===== config.mk =====
export PLATFORM = sky130hd
export DESIGN_NAME = tmr_fault_ctrl
export DESIGN_NICKNAME = d
export VERILOG_FILES = /design/src/rtl/tmr_pkg.sv /design/src/rtl/tmr_majority.sv /design/src/rtl/tmr_fault_ctrl.sv
export SDC_FILE = /design/constraint.sdc
export NUM_CORES = 1
export LEC_CHECK = 0
export BUFFER_PORTS_ARGS = -buffer_cell sky130_fd_sc_hd__buf_2
export CAP_MARGIN = 20
export CELL_PAD_IN_SITES_DETAIL_PLACEMENT = 1
export CELL_PAD_IN_SITES_GLOBAL_PLACEMENT = 1
export CORE_UTILIZATION = 38
export CTS_CLUSTER_DIAMETER = 150
export DETAILED_ROUTE_END_ITERATION = 16
export GPL_ROUTABILITY_DRIVEN = 0
export PLACE_DENSITY = 0.81
export SLEW_MARGIN = 20
export SYNTH_ARGS = -nofsm -noshare
export SYNTH_HDL_FRONTEND = slang
export SYNTH_SLANG_ARGS = --single-unit

===== constraint.sdc =====
create_clock -name clk -period 3.6 [get_ports clk]
set_clock_uncertainty 0.15 [all_clocks]
set_input_delay 0.18 -clock clk [delete_from_list [all_inputs] [get_ports clk]]
set_output_delay 0.18 -clock clk [all_outputs]
set_load 0.005 [all_outputs]

===== src/rtl/tmr_pkg.sv =====
// Shared types for the TMR supervisor: campaign FSM states and fault-injection target codes.
package tmr_pkg;

    typedef enum logic [1:0] {
        ST_IDLE   = 2'd0,
        ST_WAIT   = 2'd1,
        ST_INJECT = 2'd2,
        ST_DONE   = 2'd3
    } tmr_state_e;

    localparam logic [1:0] TGT_A    = 2'd0;
    localparam logic [1:0] TGT_B    = 2'd1;
    localparam logic [1:0] TGT_C    = 2'd2;
    localparam logic [1:0] TGT_NONE = 2'd3;

    // One-hot injection mask for a target code; TGT_NONE yields no injection.
    function automatic logic [2:0] tgt_mask(input logic [1:0] tgt);
        logic [2:0] m;
        case (tgt)
            TGT_A:   m = 3'b001;
            TGT_B:   m = 3'b010;
            TGT_C:   m = 3'b100;
            default: m = 3'b000;
        endcase
        return m;
    endfunction

endpackage


===== src/rtl/tmr_majority.sv =====
// Bitwise 2-of-3 voter with per-core disagreement flags and a no-majority indicator.
module tmr_majority #(
    parameter int W = 32
) (
    input  logic [W-1:0] a,
    input  logic [W-1:0] b,
    input  logic [W-1:0] c,
    output logic [W-1:0] v,
    output logic [2:0]   dis,
    output logic         all_diff
);

    assign v        = (a & b) | (a & c) | (b & c);
    assign dis      = {(c != v), (b != v), (a != v)};
    // Whole-field disagreement between every pair means no core can be trusted.
    assign all_diff = (a != b) && (b != c) && (a != c);

endmodule


===== src/rtl/tmr_fault_ctrl.sv =====
// Lockstep supervisor for three replicated cores: votes memory-facing buses, tracks
// disagreements and runs a single-target fault-injection campaign.
module tmr_fault_ctrl
    import tmr_pkg::*;
#(
    parameter int DATA_W = 32,
    parameter int CNT_W  = 16
) (
    input  logic              clk,
    input  logic              rst_in,
    input  logic [DATA_W-1:0] pc_a,
    input  logic [DATA_W-1:0] pc_b,
    input  logic [DATA_W-1:0] pc_c,
    input  logic [DATA_W-1:0] alu_a,
    input  logic [DATA_W-1:0] alu_b,
    input  logic [DATA_W-1:0] alu_c,
    input  logic [DATA_W-1:0] rd2_a,
    input  logic [DATA_W-1:0] rd2_b,
    input  logic [DATA_W-1:0] rd2_c,
    input  logic              mw_a,
    input  logic              mw_b,
    input  logic              mw_c,
    input  logic              cfg_start,
    input  logic [1:0]        cfg_target,
    input  logic [CNT_W-1:0]  cfg_delay,
    input  logic [CNT_W-1:0]  cfg_len,
    output logic [DATA_W-1:0] pc_v,
    output logic [DATA_W-1:0] alu_v,
    output logic [DATA_W-1:0] rd2_v,
    output logic              mw_v,
    output logic [2:0]        inject_error,
    output logic [2:0]        mismatch,
    output logic              fatal,
    output logic [CNT_W-1:0]  err_cnt,
    output logic              busy,
    output logic              done
);

    logic [2:0] dis_pc_s, dis_alu_s, dis_rd2_s, dis_mw_s, dis_s;
    logic       nd_pc_s, nd_alu_s, nd_rd2_s, nd_mw_s;

    tmr_majority #(.W(DATA_W)) u_vote_pc  (.a(pc_a),  .b(pc_b),  .c(pc_c),  .v(pc_v),  .dis(dis_pc_s),  .all_diff(nd_pc_s));
    tmr_majority #(.W(DATA_W)) u_vote_alu (.a(alu_a), .b(alu_b), .c(alu_c), .v(alu_v), .dis(dis_alu_s), .all_diff(nd_alu_s));
    tmr_majority #(.W(DATA_W)) u_vote_rd2 (.a(rd2_a), .b(rd2_b), .c(rd2_c), .v(rd2_v), .dis(dis_rd2_s), .all_diff(nd_rd2_s));
    tmr_majority #(.W(1))      u_vote_mw  (.a(mw_a),  .b(mw_b),  .c(mw_c),  .v(mw_v),  .dis(dis_mw_s),  .all_diff(nd_mw_s));

    assign dis_s = dis_pc_s | dis_alu_s | dis_rd2_s | dis_mw_s;

    tmr_state_e       state_q, state_d;
    logic [1:0]       tgt_q, tgt_d;
    logic [CNT_W-1:0] delay_q, delay_d;
    logic [CNT_W-1:0] len_q, len_d;
    logic [2:0]       inject_q, inject_d;
    logic [2:0]       mismatch_q;
    logic             fatal_q;
    logic [CNT_W-1:0] err_q;
    logic             busy_q, done_q;

    // Campaign next-state: a zero delay or zero length skips the corresponding phase.
    always_comb begin
        state_d = state_q;
        tgt_d   = tgt_q;
        delay_d = delay_q;
        len_d   = len_q;
        case (state_q)
            ST_IDLE: begin
                if (cfg_start) begin
                    tgt_d   = cfg_target;
                    delay_d = cfg_delay;
                    len_d   = cfg_len;
                    if (cfg_delay != {CNT_W{1'b0}}) begin
                        state_d = ST_WAIT;
                    end else if (cfg_len != {CNT_W{1'b0}}) begin
                        state_d = ST_INJECT;
                    end else begin
                        state_d = ST_DONE;
                    end
                end else begin
                    state_d = ST_IDLE;
                end
            end
            ST_WAIT: begin
                if (delay_q <= {{(CNT_W-1){1'b0}}, 1'b1}) begin
                    state_d = (len_q != {CNT_W{1'b0}}) ? ST_INJECT : ST_DONE;
                end else begin
                    delay_d = delay_q - {{(CNT_W-1){1'b0}}, 1'b1};
                end
            end
            ST_INJECT: begin
                if (len_q <= {{(CNT_W-1){1'b0}}, 1'b1}) begin
                    state_d = ST_DONE;
                end else begin
                    len_d = len_q - {{(CNT_W-1){1'b0}}, 1'b1};
                end
            end
            ST_DONE: state_d = ST_IDLE;
            default: state_d = ST_IDLE;
        endcase
        inject_d = (state_d == ST_INJECT) ? tgt_mask(tgt_d) : 3'b000;
    end

    // State, counters and all registered status outputs; reset overrides every update.
    always_ff @(posedge clk) begin
        if (rst_in) begin
            state_q    <= ST_IDLE;
            tgt_q      <= TGT_NONE;
            delay_q    <= {CNT_W{1'b0}};
            len_q      <= {CNT_W{1'b0}};
            inject_q   <= 3'b000;
            mismatch_q <= 3'b000;
            fatal_q    <= 1'b0;
            err_q      <= {CNT_W{1'b0}};
            busy_q     <= 1'b0;
            done_q     <= 1'b0;
        end else begin
            state_q    <= state_d;
            tgt_q      <= tgt_d;
            delay_q    <= delay_d;
            len_q      <= len_d;
            inject_q   <= inject_d;
            mismatch_q <= dis_s;
            fatal_q    <= fatal_q | nd_pc_s | nd_alu_s | nd_rd2_s | nd_mw_s;
            if ((dis_s != 3'b000) && (err_q != {CNT_W{1'b1}})) begin
                err_q <= err_q + {{(CNT_W-1){1'b0}}, 1'b1};
            end else begin
                err_q <= err_q;
            end
            busy_q     <= (state_d != ST_IDLE);
            done_q     <= (state_d == ST_DONE);
        end
    end

    assign inject_error = inject_q;
    assign mismatch     = mismatch_q;
    assign fatal        = fatal_q;
    assign err_cnt      = err_q;
    assign busy         = busy_q;
    assign done         = done_q;

endmodule

======== Word-level counts from Yosys, hierarchy flattened ========
Cells that the tools add are included.
storage, ports and cells
  bits in registers ....................... 61
  latch bits .............................. 0
  bits in writable memories ............... 0
  ROM bits ................................ 0
  input bits .............................. 328
  output and inout port bits .............. 122
  word-level logic and storage cells ...... 115
  memories kept ........................... 0
operators by class
  add/sub/neg operators ................... 3
  multipliers ............................. 0
  div/mod/pow operators ................... 0
  magnitude comparators ................... 2
  eq/ne operators ......................... 35
  shifts and indexed selects .............. 0
  multiplexer cells ....................... 16
  bitwise operators ....................... 28
  reductions and logical operators ........ 21
operators with widths
  operator                                              count
  inequality test 32 bit                                18
  AND 32 bit                                            9
  OR 32 bit                                             6
  two-way mux 16 bit                                    4
  one-hot mux 16 bit (2 select lines)                   2
  nonzero test 16 bit                                   3
  <= comparator 16 x 1 -> 1 bit, second input constant  2
  subtractor 16 x 1 -> 16 bit, second input constant    2
  adder 16 x 1 -> 16 bit, second input constant         1
  inequality test 16 bit, second input constant         1
  two-way mux 2 bit                                     6
  equality test 2 bit, second input constant            5
  logical AND 1 bit                                     9
  OR 3 bit                                              3
  one-hot mux 3 bit (3 select lines)                    1
  one-hot mux 2 bit (4 select lines)                    1
  inequality test 1 bit                                 6
  inequality test 2 bit, second input constant          3
  OR 1 bit                                              6
  AND reduction 3 bit                                   2
  nonzero test 2 bit                                    3
  equality test 2 x 1 -> 1 bit, second input constant   2
  zero test 2 bit                                       2
  AND 1 bit                                             3
  other kinds (4)                                       5

======== Depth between registers and ports, before layout ========
  depth after elaboration ................. 9
  gate-level depth with buffers ........... 11
  depth with buffers taken out ............ 9

======== By module ========
From an unflattened synthesis, not the netlist that was laid out.
second synthesis, totals
  cells, all modules ...................... 1703
  area, all modules ....................... 13953.4 µm²
by module, submodules not included
  module                          times used  cells each  area an instance (µm²)  sequential area each (µm²)
  tmr_majority at u_vote_alu ...  3           416         3449.6                  0.0
  tmr_fault_ctrl                  1           446         3514.6                  1221.2
  tmr_majority at u_vote_mw       1           9           90.1                    0.0

======== Worst setup path before layout ========
OpenSTA, ideal clock, no wires.
  kind .................................... input-to-reg
  from .................................... input port rd2_b[13]
  to ...................................... register err_q[0], in the netlist err_cnt[0]
  setup time .............................. 0.121 ns
  data arrival time ....................... 2.415 ns
  required time ........................... 3.329 ns
  path slack .............................. 0.914 ns
  stages .................................. 11
  buffers on the path ..................... 2
  path through ............................ ha_1 or3_4 xor2_1 nor4_2 nand4_1 nor4_2 and3_1 buf_6 buf_8 nor2_2 mux2_4
between the ends
  word-level cells in the longest chain between the ends .. 8
  elaborated cells between the ends (all ways) .. 11
  classes of those cells .................. eq/ne (3); bitwise (6); reduce/logical (2)
ends and longest elaborated chain
  what                      line                   text
  from (decl)               tmr_fault_ctrl.sv:18   input logic [DATA_W-1:0] rd2_b,
  AND 32 bit                tmr_majority.sv:13     assign v = (a & b) | (a & c) | (b & c);
  OR 32 bit                 tmr_majority.sv:13
  OR 32 bit *               tmr_majority.sv:13
  via rd2_v[13]             tmr_fault_ctrl.sv:29   output logic [DATA_W-1:0] rd2_v,
  inequality test 32 bit    tmr_majority.sv:14     assign dis = {(c != v), (b != v), (a != v)};
  OR 3 bit * (2 in series)  tmr_fault_ctrl.sv:47   assign dis_s = dis_pc_s | dis_alu_s | dis_rd2_s | dis_mw_s;
  nonzero test 3 bit *      tmr_fault_ctrl.sv:123  if ((dis_s != 3'b000) && (err_q != {CNT_W{1'b1}})) begin
  logical AND 1 bit *       tmr_fault_ctrl.sv:123
  to (signal assigned)      tmr_fault_ctrl.sv:112  err_q <= {CNT_W{1'b0}};
  to (signal assigned)      tmr_fault_ctrl.sv:124  err_q <= err_q + {{(CNT_W-1){1'b0}}, 1'b1};
  to (signal assigned)      tmr_fault_ctrl.sv:126  err_q <= err_q;
  to (decl)                 tmr_fault_ctrl.sv:56   logic [CNT_W-1:0] err_q;
Mark *: on every way through the listed nets, which the timed path passes. The rest lies on a longest branch.
A chain may end at the register's enable or synchronous reset.

======== Worst setup path after layout ========
  from .................................... input port pc_a[2]
  to ...................................... register err_q[15], in the netlist err_cnt[15]
between the ends
  word-level cells in the longest chain between the ends .. 9
  elaborated cells between the ends (all ways) .. 12
  classes of those cells .................. eq/ne (3); bitwise (7); reduce/logical (2)
ends and longest elaborated chain
  what                      line                   text
  from (decl)               tmr_fault_ctrl.sv:11   input logic [DATA_W-1:0] pc_a,
  AND 32 bit                tmr_majority.sv:13
  OR 32 bit (2 in series)   tmr_majority.sv:13
  inequality test 32 bit    tmr_majority.sv:14
  OR 3 bit * (3 in series)  tmr_fault_ctrl.sv:47
  nonzero test 3 bit *      tmr_fault_ctrl.sv:123
  logical AND 1 bit *       tmr_fault_ctrl.sv:123
Mark *: on every way between the ends. The rest lies on a longest branch, timed or not.

==> results.txt <==
----------------------------------------------------
[Outcome]
  Run status ... finished clean

[Global routing]
  Initial antenna violation count ... between 40 and 50
  Final global-route overflow total ... 0
  Vias in the first global route ... 17.19k
  GRT Overall Usage ... 0.3909
  Wire length of the first global-routing pass ... roughly 100 mm
  Maximum number of pins on one net before global-route repair ... 42

[Synth]
  Top flip-flop cell by instance count after synthesis ... dfxtp_1
  Mapped Cells ... roughly 1.6k
  Number of distinct library cells after synthesis ... 54
  Number of storage elements in the synthesis netlist ... 61
  Net count of the mapped netlist ... 2255
  Part of the Yosys area used for sequential elements ... 0.09194
  Warning count from the yosys run ... 0
  Count of flip-flops with a built-in enable after synthesis ... 0
  Fraction of registers with async set or reset after synthesis ... 0
  Synthesized cell area ... 13280 um^2
  Avg Cell Area, Syn ... 8.144 um^2

[Die]
  Area of the die ... approximately 36000 um^2
  Cell Rows ... 68
  Floorplan die width ... between 150 and 200 um
  Effective utilization at floorplan ... 0.3855
  I/O pin count ... 450
  Area of the placeable core ... 34460 um^2
  Die boundary height ... about 190 um

[Setup path]
  Launch point of the worst reg-to-reg path ... len_q[6]
  Worst endpoint data arrival time ... 3470 ps
  Startpoint Class ... input pin
  Cell Chain, Critical Path ... buf_2 -> ha_1 -> nor4_1 -> o22ai_1 -> nor4_1 -> nand4_1 -> nor4_2 -> and3_1 -> buf_12 -> buf_4 -> o311ai_0 -> o41ai_1
  Buffers and inverters on the worst path ... 3
  Critical-path cell with the highest stage delay ... nor4_1
  CP dominant cell by count ... nor4_1
  Worst reg2reg setup slack ... between 900 and 1000 ps
  Worst path top cell family by delay ... simple AND/OR/NAND/NOR gates
  Reg2Reg Capture Point ... len_q[10]
  Worst Reg2Reg Path Length in Cells ... 7
  Required time of the critical path ... 3660 ps
  Critical path class ... input pin to register
  Maximum fanout along the worst path ... 12
  Nature of the critical path endpoint ... register
  Crit-path max cell delay ... between 700 and 800 ps

[Timing]
  Time the final worst path needs with I/O delays and setup ... 3403 ps
  Pin slew with the least headroom to its limit ... roughly 1000 ps
  Max_slew headroom ... 0.3079
  Number of slew-limit violations in the final report ... 0
  Setup repair after global routing missed its margin ... false
  Final count of negative-setup-slack endpoints ... 0
  Ratio of final minimum period to clock period ... 0.9454
  Number of hold violations in the final report ... 0
  Setup TNS ... 0 ps
  Worst path setup slack after routing ... a little under 200 ps
  Fmax ... 0.2938 GHz

[Final layout]
  Most common library cell in the layout ignoring fill and taps ... buf_2
  Fin nets ... 2737
  Layout filler cell count ... 4396
  Area delta synth->final ... 26.42%
  Final core utilization ... 0.4873
  Layout cells sized above 1 ... 0.2559
  Highest-count cells in the layout ignoring fill and taps ... buf_2, nor4_1, ha_1, o31a_1, o22ai_1

[Detailed routing]
  Number of search-and-repair iterations in the first detailed-routing pass ... 5
  Number of nets still failing antenna checks after routing ... 0
  First-iteration detailed-routing DRC count ... 1759
  Post-detailed-route via-to-cell ratio ... 6.852
  Final Routed Wirelength ... 72.98 mm
  DRC violations left ... 0
  Number of vias after detailed routing ... 17.91k
  Detail-routed net length per standard cell ... 27.92 um

[Clocking]
  Clock Path Buffers ... 2
  Clock-pin slew reported for the worst setup and hold paths after clock tree synthesis ... roughly 50 ps
  Clock Sink Count ... 61
  Clock Root Buffer ... clkbuf_16
  CTS tree ... built
  Number of levels the H-tree was split into ... 3
  Number of CTS-inserted buffers ... 9
  Clock latency of the later-clocked register in the worst-skew pair ... approximately 340 ps

[Power and ir drop]
  Power per Cell Area ... between 200 and 250 nW/um^2
  Leakage power ... 7.008 nW
  Worst voltage drop across the vdd grid ... 0.0001998 V

[Min path]
  Hold Path Sink ... delay_q[8]
  Min-delay worst type ... input pin to register
  Startpoint of the tightest hold check path ... cfg_delay[8]
  Hold-critical path depth ... 3

[Job]
  Total of max-cap violations ... 0

[Placement]
  Setup WS pre-CTS ... roughly 17 ps
  Buffers on Ports ... between 400 and 500
  HPWL reported at the end of detailed placement ... around 63 mm

----------------------------------------------------
[synthesized netlist by cell type (7+ instances only)]
| cell | count | area share |
|---|---|---|
| o31ai_1 | 7 | 0.0040 |
| or3_1 | 79 | 0.037 |
| inv_1 | 35 | 0.0099 |
| ha_1 | 296 | 0.28 |
| nor3_2 | 10 | 0.0075 |
| nand4_1 | 34 | 0.016 |
| o31a_1 | 216 | 0.14 |
| dfxtp_1 | 61 | 0.092 |
| nand2_1 | 58 | 0.016 |
| nor2_1 | 60 | 0.017 |
| xor2_1 | 32 | 0.021 |
| nand3_1 | 18 | 0.0068 |
| clkbuf_1 | 26 | 0.0073 |
| o21ai_0 | 46 | 0.017 |
| xnor2_1 | 34 | 0.022 |
| o22ai_1 | 115 | 0.054 |
| a22oi_1 | 15 | 0.0085 |
| nor4_1 | 345 | 0.16 |
| a211oi_1 | 14 | 0.0079 |
| a21oi_1 | 25 | 0.0094 |
| or3_4 | 10 | 0.0085 |
| nor3_1 | 31 | 0.012 |
[worst max-delay path by stage]
| stage | from | end | slack (ps) | depth (start not counted) |
|---|---|---|---|---|
| after floorplan | rd2_b[13] | err_cnt[0] | 910 | 11 |
| after CTS | rd2_b[27] | err_cnt[15] | 330 | 14 |
| final | pc_a[2] | err_cnt[15] | 200 | 12 |
| after global routing | alu_a[21] | err_cnt[15] | 170 | 12 |
| after global placement | rd2_b[27] | err_cnt[0] | 120 | 13 |
| after detailed placement | rd2_b[27] | err_cnt[15] | 20 | 14 |
[flip-flops by register name, indices dropped and copies added (netlist names), 2 cells and up]
register	flops
inject_error	3
err_cnt	16
len_q	16
mismatch	3
tgt_q	2
delay_q	16
state_q	2
[area by class of cell]
class	count	area, um^2	share of cell area
Multi-Input combinational cell	1506	11800	0.7028
Timing Repair Buffer	500	2648	0.1577
Sequential cell	61	1221	0.07272
Tap cell	455	569.3	0.03390
Clock buffer	13	250.2	0.01490
Inverter	35	131.4	0.007824
Antenna cell	41	102.6	0.006110
Clock inverter	3	68.82	0.004098
[cell families after synthesis]
family,after synthesis,share of synthesized area
DFF,61,0.09194
AOI/OAI and AO/OA,468,0.2630
buffers and inverters,64,0.01978
and+or+nand+nor,670,0.2978
adders and majority gates,296,0.2788
xor gates and xnor gates,66,0.04352
muxes,6,0.005180
[tightest hold or removal path: stages]
cell	delay (ps)
buf_2	110
nor2_1	100
a2111oi_0	60
[layer usage]
metal / vias up / global-route usage / share of wire
met4: 16 / 0.2395 / 0.071
li1: 8039 / - / -
met5: - / 0 / 0.0016
met1: 8569 / 0.4767 / 0.39
met2: 1029 / 0.6234 / 0.44
met3: 258 / 0.08804 / 0.10
[per-stage QoR]
stage | hold WS (ps) | cells | total power, mW | cell area, um^2
floorplan | 113.9 | 1631 | 2.054 | 13280
global placement | 305.7 | 2555 | 3.056 | 16350
detailed placement | 311.9 | 2555 | 3.135 | 16350
CTS | 26.85 | 2573 | 4.100 | 16690
global route | 26.77 | 2601 | 4.383 | 16760
finish | 22.11 | 2614 | 4.176 | 16790
[repair_timing]
| action | 4_1_cts | 5_1_grt |
|---|---|---|
| hold buffers | 2 | 0 |
| gates resized for setup | 0 | 0 |
| setup buffers | 0 | 0 |
| hold endpoints to repair | 2 | 0 |
[where the power goes]
part | internal (mW) | switching, mW | total [mW]
combinational | 0.971 | 1.46 | 2.43
clock | 0.627 | 0.321 | 0.948
sequential | 0.732 | 0.0613 | 0.793
total | 2.33 | 1.85 | 4.18
(Power assumes the default switching activity.)
